--- src/rtl/child_fanin_collector_pkg.sv ---
// Shared types and helpers for the child fan-in collector.
package collector_pkg;

   localparam int CNT_W     = 16;
   localparam int MAX_CHILD = 16;

   typedef logic [$clog2(MAX_CHILD)-1:0] child_idx_t;

   typedef enum logic {
      ARB_IDLE,
      ARB_GRANT
   } arb_state_t;

   // Round-robin pick: first set bit of req searching last+1 .. last (mod n).
   function automatic child_idx_t rr_pick(input logic [MAX_CHILD-1:0] req,
                                          input child_idx_t         last,
                                          input int                 n);
      child_idx_t pick;
      int         idx;
      pick = last;
      for (int k = MAX_CHILD; k >= 1; k--) begin
         if (k <= n) begin
            idx = int'(last) + k;
            if (idx >= n) idx = idx - n;
            if (req[child_idx_t'(idx)]) pick = child_idx_t'(idx);
         end
      end
      return pick;
   endfunction

endpackage

--- src/rtl/child_fanin_collector_skid_buf.sv ---
// Per-child skid FIFO: DEPTH entries (power of 2), registered full/empty.
module child_skid_buf
   import collector_pkg::*;
#(
   parameter int DATA_W = 32,
   parameter int DEPTH  = 2
) (
   input  logic              clk,
   input  logic              rst,
   input  logic              i_push,
   input  logic [DATA_W-1:0] i_data,
   input  logic              i_pop,
   output logic [DATA_W-1:0] o_data,
   output logic              o_full,
   output logic              o_empty
);

   localparam int PTR_W = $clog2(DEPTH);

   logic [DEPTH-1:0][DATA_W-1:0] r_mem;
   logic [PTR_W-1:0]             r_wr_ptr;
   logic [PTR_W-1:0]             r_rd_ptr;
   logic [PTR_W:0]               r_cnt;

   // Storage needs no reset: pointers and count define what is valid.
   always_ff @(posedge clk) begin
      if (i_push) r_mem[r_wr_ptr] <= i_data;
   end

   always_ff @(posedge clk) begin
      if (rst) begin
         r_wr_ptr <= '0;
         r_rd_ptr <= '0;
         r_cnt    <= '0;
      end else begin
         if (i_push) r_wr_ptr <= r_wr_ptr + PTR_W'(1);
         if (i_pop)  r_rd_ptr <= r_rd_ptr + PTR_W'(1);
         case ({i_push, i_pop})
            2'b10:   r_cnt <= r_cnt + (PTR_W+1)'(1);
            2'b01:   r_cnt <= r_cnt - (PTR_W+1)'(1);
            default: r_cnt <= r_cnt;
         endcase
      end
   end

   assign o_data  = r_mem[r_rd_ptr];
   assign o_full  = (r_cnt == (PTR_W+1)'(DEPTH));
   assign o_empty = (r_cnt == '0);

endmodule

--- src/rtl/child_fanin_collector.sv ---
// Merges NUM_CHILD child streams into one id-tagged parent stream (skid buffers + round-robin).
// Optional per-child forwarded-beat counters under COLLECTOR_STATS_EN.
module child_fanin_collector
   import collector_pkg::*;
#(
   parameter int NUM_CHILD = 5,
   parameter int DATA_W    = 32,
   parameter int BUF_DEPTH = 2
) (
   input  logic                           clk,
   input  logic                           rst,
   input  logic [NUM_CHILD-1:0]           s_valid,
   output logic [NUM_CHILD-1:0]           s_ready,
   input  logic [NUM_CHILD*DATA_W-1:0]    s_data,
   output logic                           m_valid,
   input  logic                           m_ready,
   output logic [DATA_W-1:0]              m_data,
   output logic [$clog2(NUM_CHILD)-1:0]   m_id,
   output logic [NUM_CHILD*CNT_W-1:0]     stat_cnt
);

   localparam int ID_W = $clog2(NUM_CHILD);

   typedef struct packed {
      logic [DATA_W-1:0] data;
      logic [ID_W-1:0]   id;
   } beat_t;

   logic                             r_rdy_en;
   logic [NUM_CHILD-1:0]             w_full;
   logic [NUM_CHILD-1:0]             w_empty;
   logic [NUM_CHILD-1:0]             w_push;
   logic [NUM_CHILD-1:0]             w_pop;
   logic [NUM_CHILD-1:0][DATA_W-1:0] w_buf_data;
   logic [MAX_CHILD-1:0]             w_req;
   logic [ID_W-1:0]                  w_gnt;
   logic                             w_any;
   logic                             w_load;

   arb_state_t                       r_state;
   beat_t                            r_out;
   logic [ID_W-1:0]                  r_rr_last;

   // Inputs are refused while in reset and open the cycle after release.
   always_ff @(posedge clk) r_rdy_en <= !rst;

   for (genvar g = 0; g < NUM_CHILD; g++) begin : g_child
      assign s_ready[g] = r_rdy_en & ~rst & ~w_full[g];
      assign w_push[g]  = s_valid[g] & s_ready[g];
      assign w_pop[g]   = w_load && (w_gnt == ID_W'(g));

      child_skid_buf #(
         .DATA_W (DATA_W),
         .DEPTH  (BUF_DEPTH)
      ) u_buf (
         .clk     (clk),
         .rst     (rst),
         .i_push  (w_push[g]),
         .i_data  (s_data[g*DATA_W +: DATA_W]),
         .i_pop   (w_pop[g]),
         .o_data  (w_buf_data[g]),
         .o_full  (w_full[g]),
         .o_empty (w_empty[g])
      );
   end

   always_comb begin
      w_req                  = '0;
      w_req[NUM_CHILD-1:0]   = ~w_empty;
   end

   assign w_any  = |(~w_empty);
   assign w_gnt  = ID_W'(rr_pick(w_req, child_idx_t'(r_rr_last), NUM_CHILD));
   assign w_load = w_any && ((r_state == ARB_IDLE) || m_ready);

   // GRANT means the output register holds a beat; IDLE means it is empty.
   always_ff @(posedge clk) begin
      if (rst) begin
         r_state   <= ARB_IDLE;
         r_out     <= '0;
         r_rr_last <= ID_W'(NUM_CHILD - 1);
      end else if (w_load) begin
         r_state    <= ARB_GRANT;
         r_out.data <= w_buf_data[w_gnt];
         r_out.id   <= w_gnt;
         r_rr_last  <= w_gnt;
      end else if (m_ready) begin
         r_state <= ARB_IDLE;
      end
   end

   assign m_valid = (r_state == ARB_GRANT);
   assign m_data  = r_out.data;
   assign m_id    = r_out.id;

`ifdef COLLECTOR_STATS_EN
   logic [NUM_CHILD-1:0][CNT_W-1:0] r_stat;

   always_ff @(posedge clk) begin
      if (rst)
         r_stat <= '0;
      else if (m_valid && m_ready)
         r_stat[r_out.id] <= r_stat[r_out.id] + CNT_W'(1);
   end

   assign stat_cnt = r_stat;
`else
   assign stat_cnt = '0;
`endif

endmodule
--- config.mk ---
export PLATFORM = sky130hd
export DESIGN_NAME = child_fanin_collector
export DESIGN_NICKNAME = d
export VERILOG_FILES = /design/src/rtl/child_fanin_collector_pkg.sv /design/src/rtl/child_fanin_collector_skid_buf.sv /design/src/rtl/child_fanin_collector.sv
export SDC_FILE = /design/constraint.sdc
export NUM_CORES = 1
export LEC_CHECK = 0
export ABC_AREA = 1
export CELL_PAD_IN_SITES_DETAIL_PLACEMENT = 1
export CELL_PAD_IN_SITES_GLOBAL_PLACEMENT = 2
export CORE_ASPECT_RATIO = 0.5
export CORE_MARGIN = 4
export CORE_UTILIZATION = 38
export DETAILED_ROUTE_END_ITERATION = 10
export PLACE_DENSITY_LB_ADDON = 0.1
export SLEW_MARGIN = 20
export SYNTH_ARGS = -nofsm -noshare
export SYNTH_HDL_FRONTEND = slang
export SYNTH_SLANG_ARGS = --single-unit
--- constraint.sdc ---
create_clock -name clk -period 5.2 [get_ports clk]
set_input_delay 1.04 -clock clk [delete_from_list [all_inputs] [get_ports clk]]
set_output_delay 1.04 -clock clk [all_outputs]
set_load 0.1 [all_outputs]
==> flow_summary.yaml, run 1 <==
grt:
  busiest_layer: "met2"
  grt_usage_pct: 20.2
  grt_pass1_wl_um: 76200
  overflow: 0
  grt_start_max_net_pins: 68
  met2_usage_pct: 33.8
  grt_pass1_vias: 12333
  antenna_found_initial: 0
  gr-usage-met1_pct: 28.3
  use_met3_pct: 3.25
drt:
  drc: 0
  first_pass_iters: 5
  via_count: 11705
  dr.first_iter.drc_count: 756
  wire_per_inst_um: 21.5
  ant_nets: 0
  via_per_inst: 4.91
  routed_wl_um: 51300
setup_path:
  cpMaxStageDelayCell: "buf_4"
  path_cells: "inv_2 > ha_1 > inv_1 > fa_1 > a21oi_2 > nand2_1 > o21ai_1 > nand3_1 > a21oi_1 > nand2_1 > nand2_1 > inv_2 > nand2_2 > nand2_4 > nand2_4 > buf_4 > nand2_1 > nand2_1 > nand2_1 > nand2_1 > nor2_1 > nor2_1"
  rr_worst_depth: 22
  r2r-end: "m_data[16]$_SDFFE_PP0P_"
  cp.required_ns: 5.68
  endpoint_kind: "flip-flop"
  arrival_ns: 4.71
  cp_slowest_stage_delay_ns: 0.55
  cpMostUsedCell: "nand2_1"
  crit_family: "simple AND/OR/NAND/NOR gates"
  crit_buf_inv: 4
  critPathKind: "flip-flop to flip-flop"
  cp-start-kind: "flip-flop"
  r2r_slack_ns: 0.97
  cp_max_fo: 36
  reg2reg_from: "m_id[0]$_SDFFE_PP0P_"
clocking:
  cts-root-buf: "clkbuf_16"
  h-tree-depth: 2
  clk_path_buf_depth: 3
  cts_sinks: 378
  cts_buffers: 37
  postCtsSetupRepairBufs: 0
  clkLatencyLatePin_ns: 0.56
  ctsResizeCount: 0
  clkSlewWorstSetupHoldPaths_ns: 0.06
  hold_buffers: 0
  cts_tree: "yes"
hold_path:
  hold_start: "g_child[3].u_buf.r_cnt[1]$_SDFFE_PP0P_"
  min_path_cells: 1
  holdPathEnd: "g_child[3].u_buf.r_cnt[1]$_SDFFE_PP0P_"
  hold_class: "flip-flop to flip-flop"
finish:
  diodes: 0
  drive_above_1_share_pct: 17.2
  regArea_mm2: 0.0108
  mostFrequentLayoutCells: "nand2_1 (409), edfxtp_1 (320), clkdlybuf4s50_1 (203)"
  fillerInstances: 4862
  area.growth.synth_to_final_pct: 20.9
  layout_commonest_cell: "nand2_1"
  multi_input_area_mm2: 0.00574
  nNetsFinal: 1944
sta:
  fin_skew_ns: 0.0300
  max-slew-margin-rel_pct: 28.9
  min_period_ns: 4.23
  tightest_slew_ns: 1.06
  rsz0062_at_grt: "no"
  finalSetupViolations: 0
  fin_crit_sh_pct: 81.3
  tns_ns: 0
  maxSlewViolCount: 0
  hold_violations: 0
  max_freq_mhz: 236
yosys:
  syn_area_mm2: 0.0174
  ys_warn_count: 0
  synth_cell_types: 41
  synth.avg_cell_area_um2: 11.1
  synth-seq-cells: 378
  yosys_most_used_dff: "edfxtp_1"
  syn_inst: 1563
  synthArstFlopShare_pct: 0
  synth_seq_area_share_pct: 61.8
  synth_edf_count: 320
floorplanning:
  die_area_mm2: 0.0495
  die_y_um: 159
  start_util_pct: 38.5
  rows: 55
  die_x_um: 311
  io_pins: 289
  core-area_mm2: 0.0453
run_status:
  status: "finished clean"
run:
  drv.max_cap_violation_count: 0
placement:
  port_buffers: 208
  gp_congestion: 0.796
  hpwl_um: 36300
==> synthesized netlist by cell type (4+ instances only) <==
master / count / area (um2)
edfxtp_1: 320 / 9610
o21ai_0: 54 / 270
buf_6: 5 / 56.3
buf_2: 21 / 105
o21ai_1: 9 / 45.0
nand2_2: 52 / 325
nand3_1: 104 / 521
nand2_1: 409 / 1540
mux2_2: 128 / 1440
inv_1: 43 / 161
clkbuf_1: 36 / 135
nand3_2: 4 / 40.0
a21oi_1: 61 / 305
nor2_1: 99 / 372
buf_4: 89 / 668
nand2_4: 5 / 56.3
buf_12: 4 / 80.1
inv_2: 10 / 37.5
dfxtp_1: 58 / 1160
ha_1: 17 / 213
==> area by class of cell <==
type / count / area share [%]
sequential: 378 / 51.1
multi-input combinational: 1053 / 27.3
inverter: 55 / 1.00
timing repair buffer: 233 / 11.1
clock buffer: 57 / 5.29
tap: 598 / 3.55
clock inverter: 11 / 0.642
==> routing by layer <==
layer  wire length (um)  vias to the layer above
met5                  0                        -
met3               2390                       45
met2              24600                      287
met1              23800                     5804
met4                510                        0
li1                   -                     5569
==> cell families after synthesis <==
kind of cell             Yosys count  share of synthesized area (%)
AND/OR/NAND/NOR                  689                           17.0
flip-flops                       378                           61.8
buffers and inverters            211                           7.30
AO/OA/AOI/OAI                    134                           4.01
multiplexers                     128                           8.27
adder cells (fa/ha/maj)           18                           1.34
XOR/XNOR                           4                          0.201
other                              1                         0.0215
==> worst max-delay path by stage <==
stage | from | to | depth (start not counted) | slack (ns)
after floorplan | rst | g_child[4].u_buf.r_mem[0]$_DFFE_PP_ | 5 | 0.27
after global placement | m_id[0]$_SDFFE_PP0P_ | m_data[16]$_SDFFE_PP0P_ | 22 | 1.22
after detailed placement | m_id[0]$_SDFFE_PP0P_ | m_data[17]$_SDFFE_PP0P_ | 22 | 1.09
after CTS | m_id[0]$_SDFFE_PP0P_ | m_data[16]$_SDFFE_PP0P_ | 22 | 1.06
after global routing | m_id[0]$_SDFFE_PP0P_ | m_data[16]$_SDFFE_PP0P_ | 22 | 0.56
final | m_id[0]$_SDFFE_PP0P_ | m_data[16]$_SDFFE_PP0P_ | 22 | 0.97
==> per-stage QoR <==
stage	instances	worst slack, ns	instance area (um2)	hold slack, ns	utilization (%)
global placement	2317	1.22	19800	0.463	43.8
CTS	2385	1.06	21100	0.479	46.5
floorplan	1642	0.266	17700	0.437	-
global route	2385	0.564	21100	0.515	46.5
detailed placement	2317	1.09	19800	0.467	43.8
finish	2385	0.970	21100	0.484	46.5
==> registers in the layout (all words and copies together) (netlist names) <==
name	cells
r_rr_last	1
g_child.u_buf.r_cnt	10
m_valid	1
g_child.u_buf.r_mem	320
m_data	32
g_child.u_buf.r_wr_ptr	5
m_id	3
r_rdy_en	1
g_child.u_buf.r_rd_ptr	5
Power of run 1 is left out: the tool's default activity adds up to more than one toggle a clock period on the data nets, which glitch-free logic cannot reach.
==> inputs of run 2 (changes only) <==
Settings changed: CORE_UTILIZATION 38 to 35.
Clock period 5.2 ns to 4.1 ns, I/O delays scaled along.
==> run 2 against run 1 <==
  * Count of clock-buffer cells in the layout shrank 8
  * Critical path depth grew 2
  * Via count is essentially flat
  * Final cell count grew 2.3%
  * Sequential share of layout area shrank 0.22 points
  * Global-route usage shrank 1.1 points
  * Cell area grew 0.43%
  * Critical path type unchanged
  * Sequential cell count is the same
  * Setup slack lost 0.56 ns
  * Utilization shrank 3.2 points
==> flow_summary.yaml, run 2 (same netlist as run 1, synthesis figures left out) <==
finish:
  finish.instance_area_mm2: 0.0212
  drive_above_1_share_pct: 17.4
  multi_input_area_mm2: 0.00577
  diodes: 0
  nNetsFinal: 1952
  largest_reg_flops: 320
  mostFrequentLayoutCells: "nand2_1 (409), edfxtp_1 (320), clkdlybuf4s50_1 (203)"
  layout_commonest_cell: "nand2_1"
  largest-register: "g_child.u_buf.r_mem"
  regArea_mm2: 0.0108
  fillerInstances: 5287
  area.growth.synth_to_final_pct: 21.4
setup_path:
  rr_worst_depth: 24
  cp-start-kind: "flip-flop"
  critPathKind: "flip-flop to flip-flop"
  arrival_ns: 4.10
  reg2reg_from: "m_id[1]$_SDFFE_PP0P_"
  endpoint_kind: "flip-flop"
  cp_max_fo: 5
  r2r-end: "g_child[4].u_buf.r_cnt[1]$_SDFFE_PP0P_"
  r2r_slack_ns: 0.41
  cp.required_ns: 4.51
grt:
  antenna_found_initial: 0
  grt_pass1_vias: 12115
  grt_start_max_net_pins: 66
  grt_pass1_wl_um: 77300
  overflow: 0
  grt_usage_pct: 19.0
placement:
  pre_cts_ws_ns: 0.262
  placed_area_mm2: 0.0200
  hpwl_um: 36300
  port_buffers: 208
  gp_congestion: 0.810
floorplanning:
  die_x_um: 324
  start_util_pct: 35.7
  rows: 57
  core-area_mm2: 0.0489
  die_area_mm2: 0.0536
  die_y_um: 166
  io_pins: 289
sta:
  setup_ws_ns: 0.414
  rsz0062_at_grt: "no"
  fin_crit_sh_pct: 89.9
  min_period_ns: 3.69
  maxSlewViolCount: 0
  max_freq_mhz: 271
  hold_violations: 0
  fin_skew_ns: 0.0219
  tightest_slew_ns: 1.09
  max-slew-margin-rel_pct: 27.4
  finalSetupViolations: 0
drt:
  via_per_inst: 4.80
  routed_wl_um: 52000
  first_pass_iters: 5
  drc: 0
  wire_per_inst_um: 21.3
  dr.first_iter.drc_count: 763
  via_count: 11701
  ant_nets: 0
run:
  drv.max_cap_violation_count: 0
clocking:
  clkSlewWorstSetupHoldPaths_ns: 0.06
  cts_tree: "yes"
  clk_path_buf_depth: 3
  cts-root-buf: "clkbuf_16"
  h-tree-depth: 2
  clkLatencyLatePin_ns: 0.54
  cts_buffers: 38
  cts_sinks: 378
run_status:
  status: "finished clean"
hold_path:
  hold_start: "m_id[2]$_SDFFE_PP0P_"
  hold_class: "flip-flop to flip-flop"
  min_path_cells: 2
  holdPathEnd: "m_id[2]$_SDFFE_PP0P_"
run 2: cell count changes in the layout (fill, tap and decap cells not counted), sizes merged:
cell,previous run,this run
clkinvlp,1,0
clkbuf,57,49
clkinv,7,13
buf,30,37
run 2: worst max-delay path by stage:
stage | start | end | cells after the start
2_1_floorplan | rst | g_child[4].u_buf.r_mem[32]$_DFFE_PP_ | 5
6_report | m_id[1]$_SDFFE_PP0P_ | g_child[4].u_buf.r_cnt[1]$_SDFFE_PP0P_ | 24
5_1_grt | m_id[1]$_SDFFE_PP0P_ | g_child[3].u_buf.r_cnt[1]$_SDFFE_PP0P_ | 22
4_1_cts | m_id[1]$_SDFFE_PP0P_ | g_child[2].u_buf.r_cnt[1]$_SDFFE_PP0P_ | 21
3_5_place_dp | m_id[1]$_SDFFE_PP0P_ | g_child[2].u_buf.r_cnt[1]$_SDFFE_PP0P_ | 21
3_3_place_gp | m_id[0]$_SDFFE_PP0P_ | m_data[16]$_SDFFE_PP0P_ | 20
run 2: timing repair:
action	in CTS	in global routing
gates resized for setup	0	8
buffers inserted	0	0
hold buffers	0	0
setup endpoints to repair	0	35
run 2: per-layer routing:
metal | wire length (um) | part of all wire [%] | vias to the layer above | global-route usage, %
met1 | 25300 | 49 | 5829 | 28.4
met2 | 23800 | 46 | 246 | 30.1
met4 | 657 | 1.3 | 0 | 3.12
met3 | 2150 | 4.1 | 47 | 2.68
li1 | - | - | 5579 | -
met5 | 0 | 0 | - | 0
run 2: cell type report:
cell class | instances | share of cell area (%)
flip-flops and latches | 378 | 50.9
clock inverters | 16 | 0.591
repair buffers | 240 | 11.6
clock buffers | 49 | 4.79
inverters | 55 | 1.00
well taps | 649 | 3.84
multi-input cells | 1053 | 27.3
run 2: per-stage QoR:
stage	instances	utilization (%)	TNS [ns]	hold slack, ns
3_5_place_dp	2375	40.9	0	0.483
4_1_cts	2440	43.2	0	0.494
5_1_grt	2440	43.3	0	0.528
2_1_floorplan	1642	-	-49.24	0.437
6_report	2440	43.3	0	0.485
3_3_place_gp	2375	40.9	0	0.456
run 2: worst max-delay path: stages, from the launching register on:
cell	delay, ns
dfxtp_1	0.41
ha_1	0.17
inv_1	0.06
fa_1	0.45
nor2_1	0.18
nor2_2	0.07
nand2_1	0.06
nand2_1	0.10
nand2_1	0.09
nand3b_1	0.08
o21ai_1	0.08
nand2_1	0.10
nand2_1	0.17
nand2_1	0.08
inv_1	0.05
nand2_1	0.06
nand2_1	0.09
nand2_2	0.11
nor2_1	0.30
nand2_1	0.13
inv_1	0.11
ha_1	0.26
nor2_1	0.16
and3_1	0.17
nor3_1	0.04
Power of run 2 is left out for the same reason.
==> inputs of run 3 (changes only) <==
Settings changed: SLEW_MARGIN 20 to 0.
==> run 3 against run 2 <==
  * Cell area unchanged
  * Setup slack got worse by 0.00092 ns
  * Hold slack barely moved
  * First-iteration DRC count up 1.4%
  * Die area is the same
  * Routed wire length about the same
  * Register-to-register slack hardly changed
  * Count of clock-buffer cells in the layout unchanged
  * Utilization unchanged
  * Critical endpoint is now g_child[3].u_buf.r_cnt[1]$_SDFFE_PP0P_
  * Sequential share of layout area did not move
==> flow_summary.yaml, run 3 (same netlist as run 1, synthesis figures left out) <==
run_status:
  status: "finished clean"
grt:
  grt_pass1_vias: 12114
  busiest_layer: "met2"
  grt_pass1_wl_um: 77300
  gr-usage-met1_pct: 28.4
  met2_usage_pct: 30.1
  grt_start_max_net_pins: 66
  use_met3_pct: 2.68
  overflow: 0
  antenna_found_initial: 0
  grt_usage_pct: 19.0
sta:
  tns_ns: 0
  fin_crit_sh_pct: 89.9
  max_freq_mhz: 271
  rsz0062_at_grt: "no"
  hold_violations: 0
  finalSetupViolations: 0
  tightest_slew_ns: 1.35
  maxSlewViolCount: 0
  min_period_ns: 3.69
  fin_skew_ns: 0.0218
  max-slew-margin-rel_pct: 9.98
finish:
  largest-register: "g_child.u_buf.r_mem"
  post-route-util_pct: 43.3
  finalNonFillerCells: 2440
  nNetsFinal: 1952
  drive_above_1_share_pct: 17.4
  fillerInstances: 5287
  largest_reg_flops: 320
  mostFrequentLayoutCells: "nand2_1 (409), edfxtp_1 (320), clkdlybuf4s50_1 (203)"
  regArea_mm2: 0.0108
  diodes: 0
  finish.instance_area_mm2: 0.0212
  layout_commonest_cell: "nand2_1"
  multi_input_area_mm2: 0.00577
  area.growth.synth_to_final_pct: 21.4
clocking:
  cts_sinks: 378
  cts_buffers: 38
  clkSlewWorstSetupHoldPaths_ns: 0.06
  h-tree-depth: 2
  cts_tree: "yes"
  clkLatencyLatePin_ns: 0.54
  postCtsSetupRepairBufs: 0
  clk_path_buf_depth: 3
  cts-root-buf: "clkbuf_16"
setup_path:
  cpMostUsedCell: "nand2_1"
  arrival_ns: 4.15
  cp_max_fo: 5
  cp.required_ns: 4.56
  cp-start-kind: "flip-flop"
  endpoint_kind: "flip-flop"
  path_cells: "inv_1 > ha_1 > ha_1 > nand2_1 > nand3_1 > nand2_2 > nand2_1 > nand3_1 > nand2_1 > nand2_1 > nand2_2 > o21ai_1 > inv_1 > nand2_1 > nand2_1 > nand2_4 > nand2_2 > nor2_4 > ha_1 > inv_1 > nand2_1 > nor2_1 > o21ai_0 > a21oi_1"
  cp_slowest_stage_delay_ns: 0.41
  cpMaxStageDelayCell: "dfxtp_1"
  critPathKind: "flip-flop to flip-flop"
placement:
  gp_congestion: 0.810
  placed_area_mm2: 0.0200
  dp_cells: 2375
  hpwl_um: 36300
  port_buffers: 208
floorplanning:
  die_y_um: 166
  start_util_pct: 35.7
  die_x_um: 324
  die_area_mm2: 0.0536
  rows: 57
  io_pins: 289
  core-area_mm2: 0.0489
drt:
  dr.first_iter.drc_count: 774
  drc: 0
  via_count: 11700
  via_per_inst: 4.80
  routed_wl_um: 52000
  ant_nets: 0
  wire_per_inst_um: 21.3
  first_pass_iters: 5
hold_path:
  hold_class: "flip-flop to flip-flop"
run:
  drv.max_cap_violation_count: 0
==> run 3: cell counts in the layout (fill, tap and decap cells not counted) <==
No cell type changed its count.
==> run 3: cell type report <==
type | count | area share (%)
multi-input cells | 1053 | 27.3
repair buffers | 240 | 11.6
inverters | 55 | 1.00
well taps | 649 | 3.84
flip-flops and latches | 378 | 50.9
clock inverters | 16 | 0.591
clock buffers | 49 | 4.79
==> run 3: critical path, delay by kind of cell, from the launching register on <==
kind | cells | cell delay (ns)
AOI/OAI and AO/OA | 3 | 0.39
adders and majority gates | 3 | 0.81
buffers and inverters | 3 | 0.24
DFF | 1 | 0.41
and+or+nand+nor | 15 | 1.79
==> run 3: worst paths after layout <==
check | slack, ns | cells after the start | endpoint | start
setup / recovery | 0.41 | 24 | g_child[3].u_buf.r_cnt[1]$_SDFFE_PP0P_ | m_id[1]$_SDFFE_PP0P_
hold / removal | 0.49 | 2 | m_id[2]$_SDFFE_PP0P_ | m_id[2]$_SDFFE_PP0P_
setup reg to reg | 0.41 | 24 | g_child[3].u_buf.r_cnt[1]$_SDFFE_PP0P_ | m_id[1]$_SDFFE_PP0P_
hold reg to reg | 0.49 | 2 | m_id[2]$_SDFFE_PP0P_ | m_id[2]$_SDFFE_PP0P_
==> run 3: metal layers <==
layer	wire [um]	vias to the layer above
met5	0	-
met4	657	0
met3	2180	47
met2	23900	245
met1	25300	5831
li1	-	5577
==> run 3: through the flow <==
step	hold slack, ns	worst slack (ns)
after floorplan	0.437	-0.154
after global placement	0.456	0.411
after detailed placement	0.483	0.262
after CTS	0.494	0.238
after global routing	0.528	0.0301
final	0.485	0.414
==> run 3: timing repair <==
| item | 4_1_cts | 5_1_grt |
|---|---|---|
| hold buffers | 0 | 0 |
| endpoints found under the setup margin | 0 | 35 |
| gates resized for setup | 0 | 8 |
Power of run 3 is left out for the same reason.
